## src/rtl/instruction_encoder.sv

```systemverilog
// Packs instruction field tuples into 33-bit words and streams them into instruction memory.
// Optional macro ENC_ILLEGAL_CHECK_EN drops undefined opcodes and pulses err instead of writing.
module instruction_encoder #(
  parameter int MEM_ADDR_BITS     = 8,
  parameter int INSTRUCTION_WIDTH = 33,
  parameter int WIDTH_OPCODE      = 5,
  parameter int REGFILE_ADDR_BITS = 4,
  parameter int IMMEDIATE_WIDTH   = 16
) (
  input  logic                         clk,
  input  logic                         rst_n,
  input  logic                         start,
  input  logic [MEM_ADDR_BITS-1:0]     base_addr,
  input  logic                         in_valid,
  output logic                         in_ready,
  input  logic [WIDTH_OPCODE-1:0]      in_opcode,
  input  logic [REGFILE_ADDR_BITS-1:0] in_dest,
  input  logic [REGFILE_ADDR_BITS-1:0] in_src1,
  input  logic [REGFILE_ADDR_BITS-1:0] in_src2,
  input  logic [IMMEDIATE_WIDTH-1:0]   in_imm,
  output logic                         wr_en,
  output logic [MEM_ADDR_BITS-1:0]     wr_addr,
  output logic [INSTRUCTION_WIDTH-1:0] wr_data,
  output logic                         done,
  output logic                         err
);

  localparam logic [WIDTH_OPCODE-1:0] INSTR_NOP  = 5'd0;
  localparam logic [WIDTH_OPCODE-1:0] INSTR_LR   = 5'd1;
  localparam logic [WIDTH_OPCODE-1:0] INSTR_LI   = 5'd2;
  localparam logic [WIDTH_OPCODE-1:0] INSTR_SR   = 5'd3;
  localparam logic [WIDTH_OPCODE-1:0] INSTR_MOVE = 5'd4;
  localparam logic [WIDTH_OPCODE-1:0] INSTR_ADD  = 5'd5;
  localparam logic [WIDTH_OPCODE-1:0] INSTR_ADDI = 5'd6;
  localparam logic [WIDTH_OPCODE-1:0] INSTR_SUB  = 5'd7;
  localparam logic [WIDTH_OPCODE-1:0] INSTR_AND  = 5'd8;
  localparam logic [WIDTH_OPCODE-1:0] INSTR_OR   = 5'd9;
  localparam logic [WIDTH_OPCODE-1:0] INSTR_NOT  = 5'd10;
  localparam logic [WIDTH_OPCODE-1:0] INSTR_SHL  = 5'd11;
  localparam logic [WIDTH_OPCODE-1:0] INSTR_SHR  = 5'd12;
  localparam logic [WIDTH_OPCODE-1:0] INSTR_BE   = 5'd13;
  localparam logic [WIDTH_OPCODE-1:0] INSTR_BNE  = 5'd14;
  localparam logic [WIDTH_OPCODE-1:0] INSTR_CMP  = 5'd15;

  localparam logic [MEM_ADDR_BITS-1:0] ADDR_LAST = '1;

  typedef enum logic [1:0] {
    IDLE = 2'd0,
    RUN  = 2'd1,
    FULL = 2'd2
  } state_t;

  // Zero the fields that the opcode's format does not use.
  function automatic logic [INSTRUCTION_WIDTH-1:0] encode(
    input logic [WIDTH_OPCODE-1:0]      op,
    input logic [REGFILE_ADDR_BITS-1:0] d,
    input logic [REGFILE_ADDR_BITS-1:0] s1,
    input logic [REGFILE_ADDR_BITS-1:0] s2,
    input logic [IMMEDIATE_WIDTH-1:0]   imm
  );
    logic [REGFILE_ADDR_BITS-1:0] d_k, s1_k, s2_k;
    logic [IMMEDIATE_WIDTH-1:0]   imm_k;
    d_k   = d;
    s1_k  = s1;
    s2_k  = s2;
    imm_k = imm;
    case (op)
      INSTR_NOP: begin
        d_k   = '0;
        s1_k  = '0;
        s2_k  = '0;
        imm_k = '0;
      end
      INSTR_ADD, INSTR_SUB, INSTR_AND, INSTR_OR: imm_k = '0;
      INSTR_MOVE, INSTR_NOT: begin
        s2_k  = '0;
        imm_k = '0;
      end
      INSTR_LR, INSTR_SR, INSTR_SHL, INSTR_SHR, INSTR_BE, INSTR_BNE: s2_k = '0;
      INSTR_LI, INSTR_ADDI: begin
        s1_k = '0;
        s2_k = '0;
      end
      INSTR_CMP: begin
        d_k   = '0;
        imm_k = '0;
      end
      default: imm_k = imm;
    endcase
    return {op, d_k, s1_k, s2_k, imm_k};
  endfunction

`ifdef ENC_ILLEGAL_CHECK_EN
  function automatic logic is_defined(input logic [WIDTH_OPCODE-1:0] op);
    case (op)
      INSTR_NOP, INSTR_LR, INSTR_LI, INSTR_SR, INSTR_MOVE, INSTR_ADD,
      INSTR_ADDI, INSTR_SUB, INSTR_AND, INSTR_OR, INSTR_NOT, INSTR_SHL,
      INSTR_SHR, INSTR_BE, INSTR_BNE, INSTR_CMP: return 1'b1;
      default: return 1'b0;
    endcase
  endfunction

  logic opcode_legal;
  assign opcode_legal = is_defined(in_opcode);
`else
  logic opcode_legal;
  assign opcode_legal = 1'b1;
`endif

  state_t                         state_q;
  logic [MEM_ADDR_BITS-1:0]       addr_q;
  logic                           in_ready_q;
  logic                           wr_en_q;
  logic [MEM_ADDR_BITS-1:0]       wr_addr_q;
  logic [INSTRUCTION_WIDTH-1:0]   wr_data_q;
  logic                           done_q;
  logic                           err_q;
  logic [INSTRUCTION_WIDTH-1:0]   word_d;

  assign word_d = encode(in_opcode, in_dest, in_src1, in_src2, in_imm);

  // Control FSM with registered handshake, write and status outputs.
  always_ff @(posedge clk or negedge rst_n) begin
    if (!rst_n) begin
      state_q    <= IDLE;
      addr_q     <= '0;
      in_ready_q <= 1'b0;
      wr_en_q    <= 1'b0;
      wr_addr_q  <= '0;
      wr_data_q  <= '0;
      done_q     <= 1'b0;
      err_q      <= 1'b0;
    end else begin
      wr_en_q <= 1'b0;
      err_q   <= 1'b0;
      case (state_q)
        IDLE, FULL: begin
          if (start) begin
            state_q    <= RUN;
            addr_q     <= base_addr;
            in_ready_q <= 1'b1;
            done_q     <= 1'b0;
          end else begin
            in_ready_q <= 1'b0;
          end
        end
        RUN: begin
          // A reload wins over a tuple presented in the same cycle.
          if (start) begin
            addr_q <= base_addr;
          end else if (in_valid && in_ready_q) begin
            if (opcode_legal) begin
              wr_en_q   <= 1'b1;
              wr_addr_q <= addr_q;
              wr_data_q <= word_d;
              if (addr_q == ADDR_LAST) begin
                state_q    <= FULL;
                in_ready_q <= 1'b0;
                done_q     <= 1'b1;
              end else begin
                addr_q <= addr_q + {{(MEM_ADDR_BITS-1){1'b0}}, 1'b1};
              end
            end else begin
              err_q <= 1'b1;
            end
          end else begin
            in_ready_q <= 1'b1;
          end
        end
        default: begin
          state_q    <= IDLE;
          in_ready_q <= 1'b0;
          done_q     <= 1'b0;
        end
      endcase
    end
  end

  assign in_ready = in_ready_q;
  assign wr_en    = wr_en_q;
  assign wr_addr  = wr_addr_q;
  assign wr_data  = wr_data_q;
  assign done     = done_q;
  assign err      = err_q;

endmodule

```

## config.mk

```make
export PLATFORM = sky130hd
export DESIGN_NAME = instruction_encoder
export DESIGN_NICKNAME = d
export VERILOG_FILES = /design/src/rtl/instruction_encoder.sv
export SDC_FILE = /design/constraint.sdc
export NUM_CORES = 1
export LEC_CHECK = 0
export CORE_ASPECT_RATIO = 1.4
export CORE_UTILIZATION = 29
export CTS_CLUSTER_DIAMETER = 150
export DETAILED_ROUTE_END_ITERATION = 8
export HOLD_SLACK_MARGIN = 0.02
export PLACE_DENSITY_LB_ADDON = 0.12
export SLEW_MARGIN = 20
export SYNTH_ARGS = -nofsm -noshare
export SYNTH_HDL_FRONTEND = slang
export SYNTH_SLANG_ARGS = --single-unit
```

## constraint.sdc

```tcl
create_clock -name clk -period 1.7 [get_ports clk]
set_input_delay 0.17 -clock clk [delete_from_list [all_inputs] [get_ports clk]]
set_output_delay 0.17 -clock clk [all_outputs]
set_load 0.02 [all_outputs]
```

# ---- After elaboration in Yosys (flattened, before gate mapping)
# Index checks and enable logic that the tools add are counted.
dict set report word_totals {
  elab_cells 74
  out_inout_bits 45
  register_bits 54
}
dict set report op_classes {
  n_mux 27
  n_eq_ne 25
  reduce_logical 13
  bitwise_logic 1
  n_addsub 1
}
# op count
set op_table {}
lappend op_table {{equality test 5 x 4 -> 1 bit (second input constant)} 8}
lappend op_table {{2-to-1 mux 8 bit} 4}
lappend op_table {{equality test 5 x 3 -> 1 bit (second input constant)} 4}
lappend op_table {{2-to-1 mux 16 bit} 1}
lappend op_table {{case mux 8 bit (2 select lines)} 1}
lappend op_table {{2-to-1 mux 4 bit} 3}
lappend op_table {{2-to-1 mux 1 bit} 11}
lappend op_table {{OR reduction 11 bit} 1}
lappend op_table {{equality test 5 x 2 -> 1 bit (second input constant)} 2}
lappend op_table {{inequality test 3 bit (second input constant)} 3}
lappend op_table {{adder 8 x 1 -> 8 bit (second input constant)} 1}
lappend op_table {{equality test 8 bit (second input constant)} 1}
lappend op_table {{2-to-1 mux 2 bit} 4}
lappend op_table {{inequality test 2 bit (second input constant)} 4}
lappend op_table {{AND reduction 4 bit} 2}
lappend op_table {{OR reduction 8 bit} 1}
lappend op_table {{equality test 5 x 1 -> 1 bit (second input constant)} 1}
lappend op_table {{logical NOT 5 bit} 1}
lappend op_table {{case mux 1 bit (2 select lines)} 2}
lappend op_table {{case mux 2 bit (2 select lines)} 1}
lappend op_table {{OR reduction 2 bit} 2}
lappend op_table {{AND reduction 3 bit} 1}
lappend op_table {{OR reduction 3 bit} 1}
lappend op_table {{equality test 2 x 1 -> 1 bit (second input constant)} 1}
lappend op_table {{other kinds (6)} 6}

# ---- Depth between registers and ports, before layout
dict set report depth {
  ltp_word 5
  ltp_mapped 8
  ltp_nobuf 5
}

# ---- Least setup slack after synthesis
# OpenSTA, ideal clock, no wires.
dict set report synth_timing {
  path_type {register to register}
  start {register in_ready_q, in the netlist in_ready}
  end {register wr_data_q[6], in the netlist wr_data[6]}
  stages_incl_launch_ff 7
  setup_ps 121
  synth_period_minus_slack_ps 1769
  t_arrival_ps 1648
  path_slack_ps -69
  cell_sequence {dfrtp_1 > nand3_1 > or3_1 > buf_2 > a2111oi_4 > buf_6 > a21oi_1}
}
dict set report synth_between {
  elab_chain_cells 2
}
# item line_no
set synth_lines {}
lappend synth_lines {{from (decl)} 112} ;# logic in_ready_q;
lappend synth_lines {{from (signal assigned)} 127} ;# in_ready_q <= 1'b0;
lappend synth_lines {{from (signal assigned)} 141} ;# in_ready_q <= 1'b1;
lappend synth_lines {{from (signal assigned)} 144} ;# in_ready_q <= 1'b0;
lappend synth_lines {{logical AND 1 bit} 151} ;# end else if (in_valid && in_ready_q) begin
lappend synth_lines {{AND reduction 3 bit (no source line)} --}
lappend synth_lines {{to (signal assigned)} 155} ;# wr_data_q <= word_d;
lappend synth_lines {{to (decl)} 115} ;# logic [INSTRUCTION_WIDTH-1:0] wr_data_q;
# No other way between the ends.
# A chain may end at the register's enable or synchronous reset.

# ---- Worst setup path in the final report
dict set report layout_timing {
  start {register in_ready_q, in the netlist in_ready}
  end {output port in_ready}
}
# item line_no
set layout_rtl {}
lappend layout_rtl {{to (decl)} 15} ;# output logic in_ready,
# No word-level cell between the ends.

==> run_results.csv <==
group,metric,value,unit
outcome,outcome,"completed",
global_route,grt_max_degree,24,
cts,clockBufferDepth,2,
cells_and_area,multiInputGateArea,958,sq um
yosys,syn_area_per_cell,9.65,sq um
cts,numCtsBuffers,5,
worst_setup_path,rr_worst_depth,4,
yosys,yosys_warnings,0,
worst_setup_path,endpoint_kind,"primary output",
yosys,syn_area,0.00236,sq mm
sta,max_freq,643,MHz
cells_and_area,drive_gt1_share,12.1,%
placement,place.port_buffers,88,
route,firstDrtPassIters,4,
worst_setup_path,critical_path_class,"reg2out",
placement,post-place-cells,445,
floorplanning,die_w,78.3,um
sta,setup_viol,0,
yosys,synthTopCellsByCount,"nand2_1, dfrtp_1, a21oi_1",
route,ant_nets,0,
yosys,yosysMostFrequentCell,"nand2_1",
yosys,yosys_most_used_dff,"dfrtp_1",
sta,finalHoldViolCount,0,
worst_setup_path,path_depth,2,
floorplanning,rows,38,
cells_and_area,fin_nets,399,
yosys,ys_seq_elements,53,
cts,worstSkewPairLatency,300,ps
global_route,grt_pass1_wl,10200,um
pwr,fin_total_pwr,3.62,mW
sta,fin_tns_setup,0,ps
worst_setup_path,crit_required,1530,ps
yosys,yosysTopAreaCell,"dfrtp_1",
sta,rsz0062_at_grt,"no",
route,wl_per_cell,13.7,um
worst_setup_path,start_kind,"flop",
yosys,syn_inst,245,
floorplanning,io_pins,90,
cells_and_area,antenna-diode-count,0,
route,finalWirelength,6220,um
cts,clkSinkCount,53,
yosys,synth_top_area_share,56.1,%
cts,clk_root_buffer_cell,"clkbuf_8",
cts,clk_pin_slew_worst_paths,90,ps
worst_setup_path,crit_arrival,1380,ps
worst_setup_path,critPathBufInv,2,
placement,routabilityCongestion,0.793,
cts,cts_max_level,2,
route,drcViolationCount,0,
worst_setup_path,cp_top_family,"buffers and inverters",
floorplanning,start_util,30.1,%
sta,maxSlewViolCount,0,
sta,fin_skew,5.44,ps
route,vias,2118,
cts,cts_tree,"built",
run,cap_violations,0,
yosys,async_flop_share,100,%
pwr,cellLeakagePower,1.62,nW
yosys,synth-edff-count,0,
yosys,synth.distinct_cells,39,
worst_hold_path,hp-class,"in2async",
sta,min_period,1550,ps
worst_setup_path,critical_path.cell_chain,"buf_4, clkdlybuf4s50_1",
yosys,syn_nets,291,
yosys,ys_top_cells_by_area,"dfrtp_1, nand2_1, a21oi_1",
route,viasPerCell,4.67,
floorplanning,dieArea,0.00852,sq mm
sta,fin_crit_sh,91.4,%
global_route,track_usage,15.3,%
worst_setup_path,cp_slowest_cell,"clkdlybuf4s50_1",
floorplanning,design.core.area,0.00785,sq mm
placement,dpl.hpwl,4820,um
cells_and_area,seq_area,0.00133,sq mm
global_route,overflow,0,
yosys,ys_seq_area_share,56.1,%
pwr,ir_worst_vdd,0.000430,V
cells_and_area,syn_to_final_growth,55.6,%
pwr,powerDensity,985,mW/mm^2
global_route,first_global_vias,2067,
cells_and_area,stdcell_count,454,
floorplanning,die_height,109,um
global_route,antenna_found_initial,0,
cells_and_area,fillers,774,
route,initialDrtViolationCount,69,
worst_setup_path,critPathMaxStageDelay,530,ps
worst_setup_path,critPathMaxFanout,5,
cts,cts_setup_buffers,0,
[through the flow]
stage	hold WS (ps)	util (%)	cell area, sq um	setup WS (ps)
floorplan	-126	-	2370	31.0
global placement	160	44.9	3520	-301
detailed placement	163	44.9	3520	-364
CTS	367	46.7	3660	30.3
global route	388	46.9	3680	9.98
finish	348	46.9	3680	146
[worst paths after layout]
path	endpoint	slack [ps]	start
worst max-delay path	in_ready	150	in_ready$_DFFE_PN0P_
worst min-delay path	wr_data[14]$_DFFE_PN0P_	350	rst_n
worst max register to register	addr_q[4]$_DFFE_PN0P_	150	state_q[1]$_DFFE_PN0P_
worst min register to register	wr_addr[6]$_DFFE_PN0P_	490	wr_addr[6]$_DFFE_PN0P_
max in group asynchronous	wr_data[21]$_DFFE_PN0P_	660	rst_n
min in group clk	wr_data[5]$_DFFE_PN0P_	410	in_imm[5]
[routing by layer]
layer  vias up  wire length, um  track usage [%]
li1       1061                -                -
met4         0               75             4.76
met2        56             3280             27.6
met1       994             2620             18.3
met5         -                0                0
met3         7              247             2.68
[cells by family (layout without fill, tap and decap cells)]
kind of cell             after synthesis  count (layout)  synth area share [%]
AND/OR/NAND/NOR                       99              99                  19.0
AO/OA/AOI/OAI                         67              67                  18.4
flip-flops                            53              53                  56.1
buffers and inverters                 21             130                  4.50
adder cells (fa/ha/maj)                2               2                  1.01
multiplexers                           2               2                 0.847
other                                  1               1                 0.159
[cells in the final DEF, fill, tap and decap left out, types with 4 or more instances in the layout]
cell	Yosys	final
o211ai_1	4	4
buf_4	2	24
o21ai_0	14	14
clkbuf_8	0	6
a22o_1	12	12
dfrtp_1	53	52
clkdlybuf4s50_1	0	86
inv_1	5	5
a21oi_1	28	26
nand2_1	70	70
nor3_1	5	5
[power breakdown]
part           switching [mW]  total [mW]  internal (mW)
Clock                   0.402       0.883          0.481
Combinational           0.548        1.14          0.591
Sequential              0.134        1.60           1.47
Total                    1.08        3.62           2.54
[cell type report]
type                       instances  share of cell area (%)
timing repair buffer             116                    30.7
tap                              100                    3.40
inverter                           6                   0.612
multi-input combinational        171                    26.1
sequential                        53                    36.1
clock inverter                     1                   0.816
clock buffer                       7                    2.35
[sequential cells by signal, summed over array words and instances, names as in the netlist]
| register | flops |
|---|---|
| addr_q | 8 |
| in_ready | 1 |
| state_q | 2 |
| wr_data | 33 |
| wr_addr | 8 |
| wr_en | 1 |
[timing repair]
item	in CTS	in global routing
endpoints found under the setup margin	12	13
gates resized for setup	3	3
endpoints found under the hold margin	19	0
hold buffers	1	0
cloned	0	0
Note: power is estimated with default switching activity, not from simulation.
